## src/rtl/snn_window_classifier.sv

```systemverilog
// snn_window_classifier
// Single-layer spiking classifier: a loadable weight array feeding one leaky
// integrate-and-fire neuron per class, each with a saturating spike counter.
// A run accepts a programmable number of input spike vectors, then scans the
// counters one per cycle to report the winning class, its count, and a tie flag.

module snn_window_classifier #(
  parameter int NUM_IN    = 8,
  parameter int NUM_OUT   = 10,
  parameter int WEIGHT_W  = 4,
  parameter int POT_W     = 8,
  parameter int COUNT_W   = 8,
  parameter int WINDOW_W  = 8,
  parameter int THRESHOLD = 16,
  parameter int LEAK      = 1
) (
  input  logic                               clk_i,
  input  logic                               rst_ni,
  input  logic                               start_i,
  input  logic [WINDOW_W-1:0]                window_i,
  input  logic [NUM_IN-1:0]                  spike_i,
  input  logic                               spike_valid_i,
  output logic                               spike_ready_o,
  input  logic                               wr_en_i,
  input  logic [$clog2(NUM_OUT*NUM_IN)-1:0]  wr_addr_i,
  input  logic [WEIGHT_W-1:0]                wr_data_i,
  output logic                               busy_o,
  output logic                               done_o,
  output logic [$clog2(NUM_OUT)-1:0]         class_o,
  output logic [COUNT_W-1:0]                 class_count_o,
  output logic                               tie_o,
  output logic [NUM_OUT-1:0]                 out_spike_o
);

  localparam int NUM_W   = NUM_OUT * NUM_IN;
  localparam int ADDR_W  = $clog2(NUM_W);
  localparam int CLASS_W = $clog2(NUM_OUT);
  // Synaptic current is wide enough for every input firing at full weight.
  localparam int SUM_W   = WEIGHT_W + $clog2(NUM_IN + 1);
  // One spare bit above the wider operand so leak+current never wraps.
  localparam int EXT_W   = ((POT_W > SUM_W) ? POT_W : SUM_W) + 1;

  localparam logic [EXT_W-1:0]    POT_MAX  = EXT_W'({POT_W{1'b1}});
  localparam logic [EXT_W-1:0]    THRESH_V = EXT_W'(THRESHOLD);
  localparam logic [POT_W-1:0]    LEAK_V   = POT_W'(LEAK);
  localparam logic [CLASS_W-1:0]  LAST_IDX = CLASS_W'(NUM_OUT - 1);
  localparam logic [ADDR_W:0]     NUM_W_V  = (ADDR_W + 1)'(NUM_W);
  localparam logic [WINDOW_W-1:0] ONE_STEP = WINDOW_W'(1);

  typedef enum logic [1:0] {
    S_IDLE,
    S_RUN,
    S_SCAN,
    S_DONE
  } state_e;

  state_e state_q, state_d;

  logic [WEIGHT_W-1:0] w_q   [NUM_W];
  logic [WEIGHT_W-1:0] w_d   [NUM_W];
  logic [POT_W-1:0]    pot_q [NUM_OUT];
  logic [POT_W-1:0]    pot_d [NUM_OUT];
  logic [COUNT_W-1:0]  cnt_q [NUM_OUT];
  logic [COUNT_W-1:0]  cnt_d [NUM_OUT];

  logic [NUM_OUT-1:0]  out_spike_q, out_spike_d;
  logic [WINDOW_W-1:0] steps_q, steps_d;
  logic [CLASS_W-1:0]  idx_q, idx_d;
  logic [COUNT_W-1:0]  best_q, best_d;
  logic [CLASS_W-1:0]  best_class_q, best_class_d;
  logic                best_tie_q, best_tie_d;
  logic [CLASS_W-1:0]  class_q, class_d;
  logic [COUNT_W-1:0]  class_count_q, class_count_d;
  logic                tie_q, tie_d;

  // Per-neuron candidate state for the step currently on spike_i.
  logic [POT_W-1:0]    pot_step [NUM_OUT];
  logic [NUM_OUT-1:0]  fire;

  logic accept;
  logic addr_ok;

  assign accept  = (state_q == S_RUN) && spike_valid_i;
  assign addr_ok = {1'b0, wr_addr_i} < NUM_W_V;

  // State register: the only flop of the control FSM.
  always_ff @(posedge clk_i) begin
    if (!rst_ni) begin
      state_q <= S_IDLE;
    end else begin
      state_q <= state_d;
    end
  end

  // Next-state logic: a zero-length window skips RUN entirely.
  always_comb begin
    state_d = state_q;
    case (state_q)
      S_IDLE: begin
        if (start_i) begin
          state_d = (window_i != '0) ? S_RUN : S_SCAN;
        end
      end
      S_RUN: begin
        if (accept && (steps_q == ONE_STEP)) begin
          state_d = S_SCAN;
        end
      end
      S_SCAN: begin
        if (idx_q == LAST_IDX) begin
          state_d = S_DONE;
        end
      end
      S_DONE: begin
        state_d = S_IDLE;
      end
      default: begin
        state_d = S_IDLE;
      end
    endcase
  end

  // FSM outputs decoded directly from the current state.
  always_comb begin
    busy_o        = (state_q != S_IDLE);
    spike_ready_o = (state_q == S_RUN);
    done_o        = (state_q == S_DONE);
  end

  // Leaky integrate-and-fire update for every neuron against the current input vector.
  always_comb begin
    logic [SUM_W-1:0] acc;
    logic [POT_W-1:0] leaked;
    logic [EXT_W-1:0] sum_ext;
    acc     = '0;
    leaked  = '0;
    sum_ext = '0;
    fire    = '0;
    for (int j = 0; j < NUM_OUT; j++) begin
      acc = '0;
      for (int i = 0; i < NUM_IN; i++) begin
        if (spike_i[i]) begin
          acc = acc + SUM_W'(w_q[j*NUM_IN + i]);
        end
      end
      leaked  = (pot_q[j] > LEAK_V) ? (pot_q[j] - LEAK_V) : '0;
      sum_ext = EXT_W'(leaked) + EXT_W'(acc);
      if (sum_ext > POT_MAX) begin
        sum_ext = POT_MAX;
      end
      if (sum_ext >= THRESH_V) begin
        fire[j]     = 1'b1;
        pot_step[j] = '0;
      end else begin
        pot_step[j] = POT_W'(sum_ext);
      end
    end
  end

  // Datapath next state: weight writes, run clearing, step integration and the sequential scan.
  always_comb begin
    for (int k = 0; k < NUM_W; k++) begin
      w_d[k] = w_q[k];
    end
    for (int j = 0; j < NUM_OUT; j++) begin
      pot_d[j] = pot_q[j];
      cnt_d[j] = cnt_q[j];
    end
    out_spike_d   = out_spike_q;
    steps_d       = steps_q;
    idx_d         = '0;
    best_d        = best_q;
    best_class_d  = best_class_q;
    best_tie_d    = best_tie_q;
    class_d       = class_q;
    class_count_d = class_count_q;
    tie_d         = tie_q;

    case (state_q)
      S_IDLE: begin
        if (wr_en_i && addr_ok) begin
          w_d[wr_addr_i] = wr_data_i;
        end
        if (start_i) begin
          for (int j = 0; j < NUM_OUT; j++) begin
            pot_d[j] = '0;
            cnt_d[j] = '0;
          end
          out_spike_d = '0;
          steps_d     = window_i;
        end
      end
      S_RUN: begin
        if (accept) begin
          for (int j = 0; j < NUM_OUT; j++) begin
            pot_d[j] = pot_step[j];
            if (fire[j] && (cnt_q[j] != {COUNT_W{1'b1}})) begin
              cnt_d[j] = cnt_q[j] + COUNT_W'(1);
            end
          end
          out_spike_d = fire;
          steps_d     = steps_q - ONE_STEP;
        end
      end
      S_SCAN: begin
        idx_d = idx_q + CLASS_W'(1);
        if (idx_q == '0) begin
          best_d       = cnt_q[0];
          best_class_d = '0;
          best_tie_d   = 1'b0;
        end else if (cnt_q[idx_q] > best_q) begin
          best_d       = cnt_q[idx_q];
          best_class_d = idx_q;
          best_tie_d   = 1'b0;
        end else if (cnt_q[idx_q] == best_q) begin
          best_tie_d   = 1'b1;
        end
        if (idx_q == LAST_IDX) begin
          class_d       = best_class_d;
          class_count_d = best_d;
          tie_d         = best_tie_d;
        end
      end
      default: begin
      end
    endcase
  end

  // Datapath registers with synchronous clear of weights, neurons and results.
  always_ff @(posedge clk_i) begin
    if (!rst_ni) begin
      for (int k = 0; k < NUM_W; k++) begin
        w_q[k] <= '0;
      end
      for (int j = 0; j < NUM_OUT; j++) begin
        pot_q[j] <= '0;
        cnt_q[j] <= '0;
      end
      out_spike_q   <= '0;
      steps_q       <= '0;
      idx_q         <= '0;
      best_q        <= '0;
      best_class_q  <= '0;
      best_tie_q    <= 1'b0;
      class_q       <= '0;
      class_count_q <= '0;
      tie_q         <= 1'b0;
    end else begin
      for (int k = 0; k < NUM_W; k++) begin
        w_q[k] <= w_d[k];
      end
      for (int j = 0; j < NUM_OUT; j++) begin
        pot_q[j] <= pot_d[j];
        cnt_q[j] <= cnt_d[j];
      end
      out_spike_q   <= out_spike_d;
      steps_q       <= steps_d;
      idx_q         <= idx_d;
      best_q        <= best_d;
      best_class_q  <= best_class_d;
      best_tie_q    <= best_tie_d;
      class_q       <= class_d;
      class_count_q <= class_count_d;
      tie_q         <= tie_d;
    end
  end

  assign class_o       = class_q;
  assign class_count_o = class_count_q;
  assign tie_o         = tie_q;
  assign out_spike_o   = out_spike_q;

endmodule

```

## config.mk

```make
export PLATFORM = sky130hd
export DESIGN_NAME = snn_window_classifier
export DESIGN_NICKNAME = d
export VERILOG_FILES = /design/src/rtl/snn_window_classifier.sv
export SDC_FILE = /design/constraint.sdc
export NUM_CORES = 2
export LEC_CHECK = 0
export BUFFER_PORTS_ARGS = -buffer_cell sky130_fd_sc_hd__buf_2
export CORE_MARGIN = 5
export CORE_UTILIZATION = 58
export CTS_CLUSTER_SIZE = 28
export DETAILED_ROUTE_END_ITERATION = 7
export HOLD_SLACK_MARGIN = 0.06
export PLACE_DENSITY = 0.79
export SYNTH_ARGS = -nofsm -noshare
export SYNTH_HDL_FRONTEND = slang
export SYNTH_SLANG_ARGS = --single-unit
```

## constraint.sdc

```tcl
create_clock -name clk_i -period 12.3 [get_ports clk_i]
set_clock_uncertainty 0.15 [all_clocks]
set_input_delay 2.46 -clock clk_i [delete_from_list [all_inputs] [get_ports clk_i]]
set_output_delay 2.46 -clock clk_i [all_outputs]
set_load 0.03 [all_outputs]
```

==> out/results.ini <==
[cells_and_area]
drive_gt1_frac = 0.0922
syn_to_final_growth_pct = 6.71
layout_common_cells = nand2_1 (575), dfxtp_1 (529), a21oi_1 (436)
fin_nets = 5757
antenna_cells = 0
fin_util = 0.626
nFillCells = 6207
post_layout_nonfiller_instances = 6242
final_common_cell = nand2_1
stdcell_area_um2 = 45700

[power]
p_seq_frac = 0.367
p_sw_mw = 1.63
ir_drop_mv = 0.127
powerDensity_nw_per_um2 = 107
switching_share = 0.335
power_mw = 4.88
p_int_mw = 3.25
pwr-share-comb = 0.260
power_frac_clock = 0.373
p_leak_nw = 19.3

[yosys]
synth_area_leaders = dfxtp_1 (25%), ha_1 (12%), a21oi_1 (5.1%)
synth_xor_area_frac = 0.0766
ys_warn_count = 0
syn-instance-count = 5339
synth_mux_area_frac = 0.0811
synth_top_family_by_area = compound AO/OA/AOI/OAI gates
synth_top_area_share = 0.248
avgSynthCellArea_um2 = 8.02
synth_ff_type = dfxtp_1
synth-compound-area-share = 0.195
async_flop_share = 0
synth_area_leader_cell = dfxtp_1
synth_cell_types = 91
synth_fa_ha_area_frac = 0.158
synthSimpleGateAreaFrac = 0.191
synth_nets = 5860
syn_area_um2 = 42800
ys_seq_elements = 530
synth_edf_count = 0
seq_area_frac_synth = 0.248

[sta]
slew_viol_final = 0
final.min_clock_period_ns = 11.36
rsz0062_at_grt = false
finalSetupViolations = 0
fin_crit_sh = 0.924
fin_setup_tns_ns = 0
relSlewSlack = 0.285
final_hold_viol_count = 0
max_freq_mhz = 88.0
worst_pin_slew_ns = 1.07

[clock_network]
cts_setup_buffers = 0
cts_tree = yes
cts_root_buffer = clkbuf_16
numCtsBuffers = 58
cts-resized-gates = 0
cts.sinks = 530
clk_latency_ns = 0.64
clk_pin_slew_ns = 0.07
clockBufferDepth = 3
ctsHoldBuffers = 0
htreeDepth = 2

[placed_design]
place_area_um2 = 43700
port_buffers = 57
placedCellCount = 6135
dp_hpwl_mm = 71.8
place.gp.congestion = 0.900

[worst_setup_path]
reg2reg_to = cnt_q[0][5]
cp_data_required_time_ns = 12.64
cp_max_fo = 17
cp_common_cell = inv_1
r2r_slack_ns = 2.77
cp.arrival_ns = 11.70
r2r_cells = 42
crit_type = input pin to flop
slowest_delay_ns = 0.57
r2r_start = w_q[0][0]
worstSetupEndpointType = flop
crit_slowest_cell = o21ai_1
start_kind = input pin

[min_path]
hold_start = w_q[0][2]
worstHoldPathCells = 2
hold_path_end = w_q[0][2]
min_path_type = flop to flop

[global_route]
antenna_found_initial = 0
grt_pass1_vias = 36000
track_usage = 0.252
grt_pass1_wl_mm = 171
grt_max_degree = 126
overflow = 0

[drt]
dr_total_vias = 36800
drcViolationCount = 0
wire_per_inst_um = 16.4
drt.antenna.violating_nets = 0
drt_first_pass_iters = 6
routed_via_density = 5.89
drt_iter0_drc = 2240
drt-total-wl_mm = 103

[die]
die-area_um2 = 79400
die_w_um = 282
die_h_um = 282
ios = 58
initial_utilization = 0.586
core_area_um2 = 73100
rows = 99

[flow_run]
cap_violations = 0

[outcome]
outcome = finished, final reports clean

## Yosys cell counts, types with 74 or more instances
master and number:
a21boi_0 142, a21o_1 93, a21oi_1 437, and3_1 74, clkbuf_1 233, dfxtp_1 530, fa_1 80, ha_1 409
inv_1 289, mux2_2 169, mux2i_1 106, nand2_1 576, nand3_1 244, nor2_1 378, nor2b_1 127, o21a_1 79
o21ai_0 390, xnor2_1 225, xor2_1 111
## stage by stage
step                hold slack [ns]  setup WS (ns)
floorplan                     0.282           1.41
global placement              0.291          0.677
detailed placement            0.296          0.367
CTS                           0.305          0.996
global route                  0.330         0.0592
finish                        0.308          0.938
## how the worst max path moves through the flow
stage	startpoint	end	cells after the start
after CTS	spike_i[0]	cnt_q[7][4]	40
after global placement	spike_i[0]	cnt_q[0][5]	41
after detailed placement	spike_i[0]	cnt_q[0][5]	43
after floorplan	spike_i[0]	cnt_q[9][3]	36
final	spike_i[0]	cnt_q[0][5]	43
after global routing	spike_i[0]	cnt_q[7][4]	44
## registers in the layout (all words and copies together) (netlist names), 2 cells and up
register and count:
best_class_q 4, best_q 8, class_count_o 8, class_o 4, cnt_q 80, idx_q 4, out_spike_o 10, pot_q 80
state_q 2, steps_q 8, w_q 320
## layout make-up
cell class	instances	area, µm²	share of cell area
flip-flops and latches	530	10600	0.232
repair buffers	108	697	0.0152
multi-input cells	4248	30100	0.659
clock buffers	88	1770	0.0386
inverters	290	1100	0.0240
well taps	959	1200	0.0262
clock inverters	19	223	0.00487
## routing by layer
layer | wire (µm) | up-vias | GRT usage
met5 | 0 | - | 0
met1 | 43100 | 17400 | 0.305
met2 | 52000 | 765 | 0.468
li1 | - | 18500 | -
met3 | 4290 | 183 | 0.0254
met4 | 3180 | 0 | 0.0825
## power by group through the flow
stage / clock network (mW) / logic, mW / registers [mW]
floorplan: 0 / 0.927 / 1.82
global placement: 0 / 1.22 / 1.83
detailed placement: 0 / 1.25 / 1.83
CTS: 1.84 / 1.26 / 1.79
global route: 1.92 / 1.41 / 1.79
finish: 1.82 / 1.27 / 1.79
## worst max-delay path: cells and delay by family
kind	cells	cell delay [ns]
xor+xnor	3	0.51
buf+inv	7	0.84
mux	2	0.48
compound gates	10	2.22
simple gates	12	1.82
fa+ha+maj	9	3.40
## logic make-up (layout without fill, tap and decap cells)
logic type	Yosys count	in the layout
mux	301	301
xor+xnor	355	355
fa+ha+maj	493	493
buf+inv	561	505
simple gates	1723	1723
compound gates	1376	1376
flops	530	530
(Power assumes the default switching activity.)
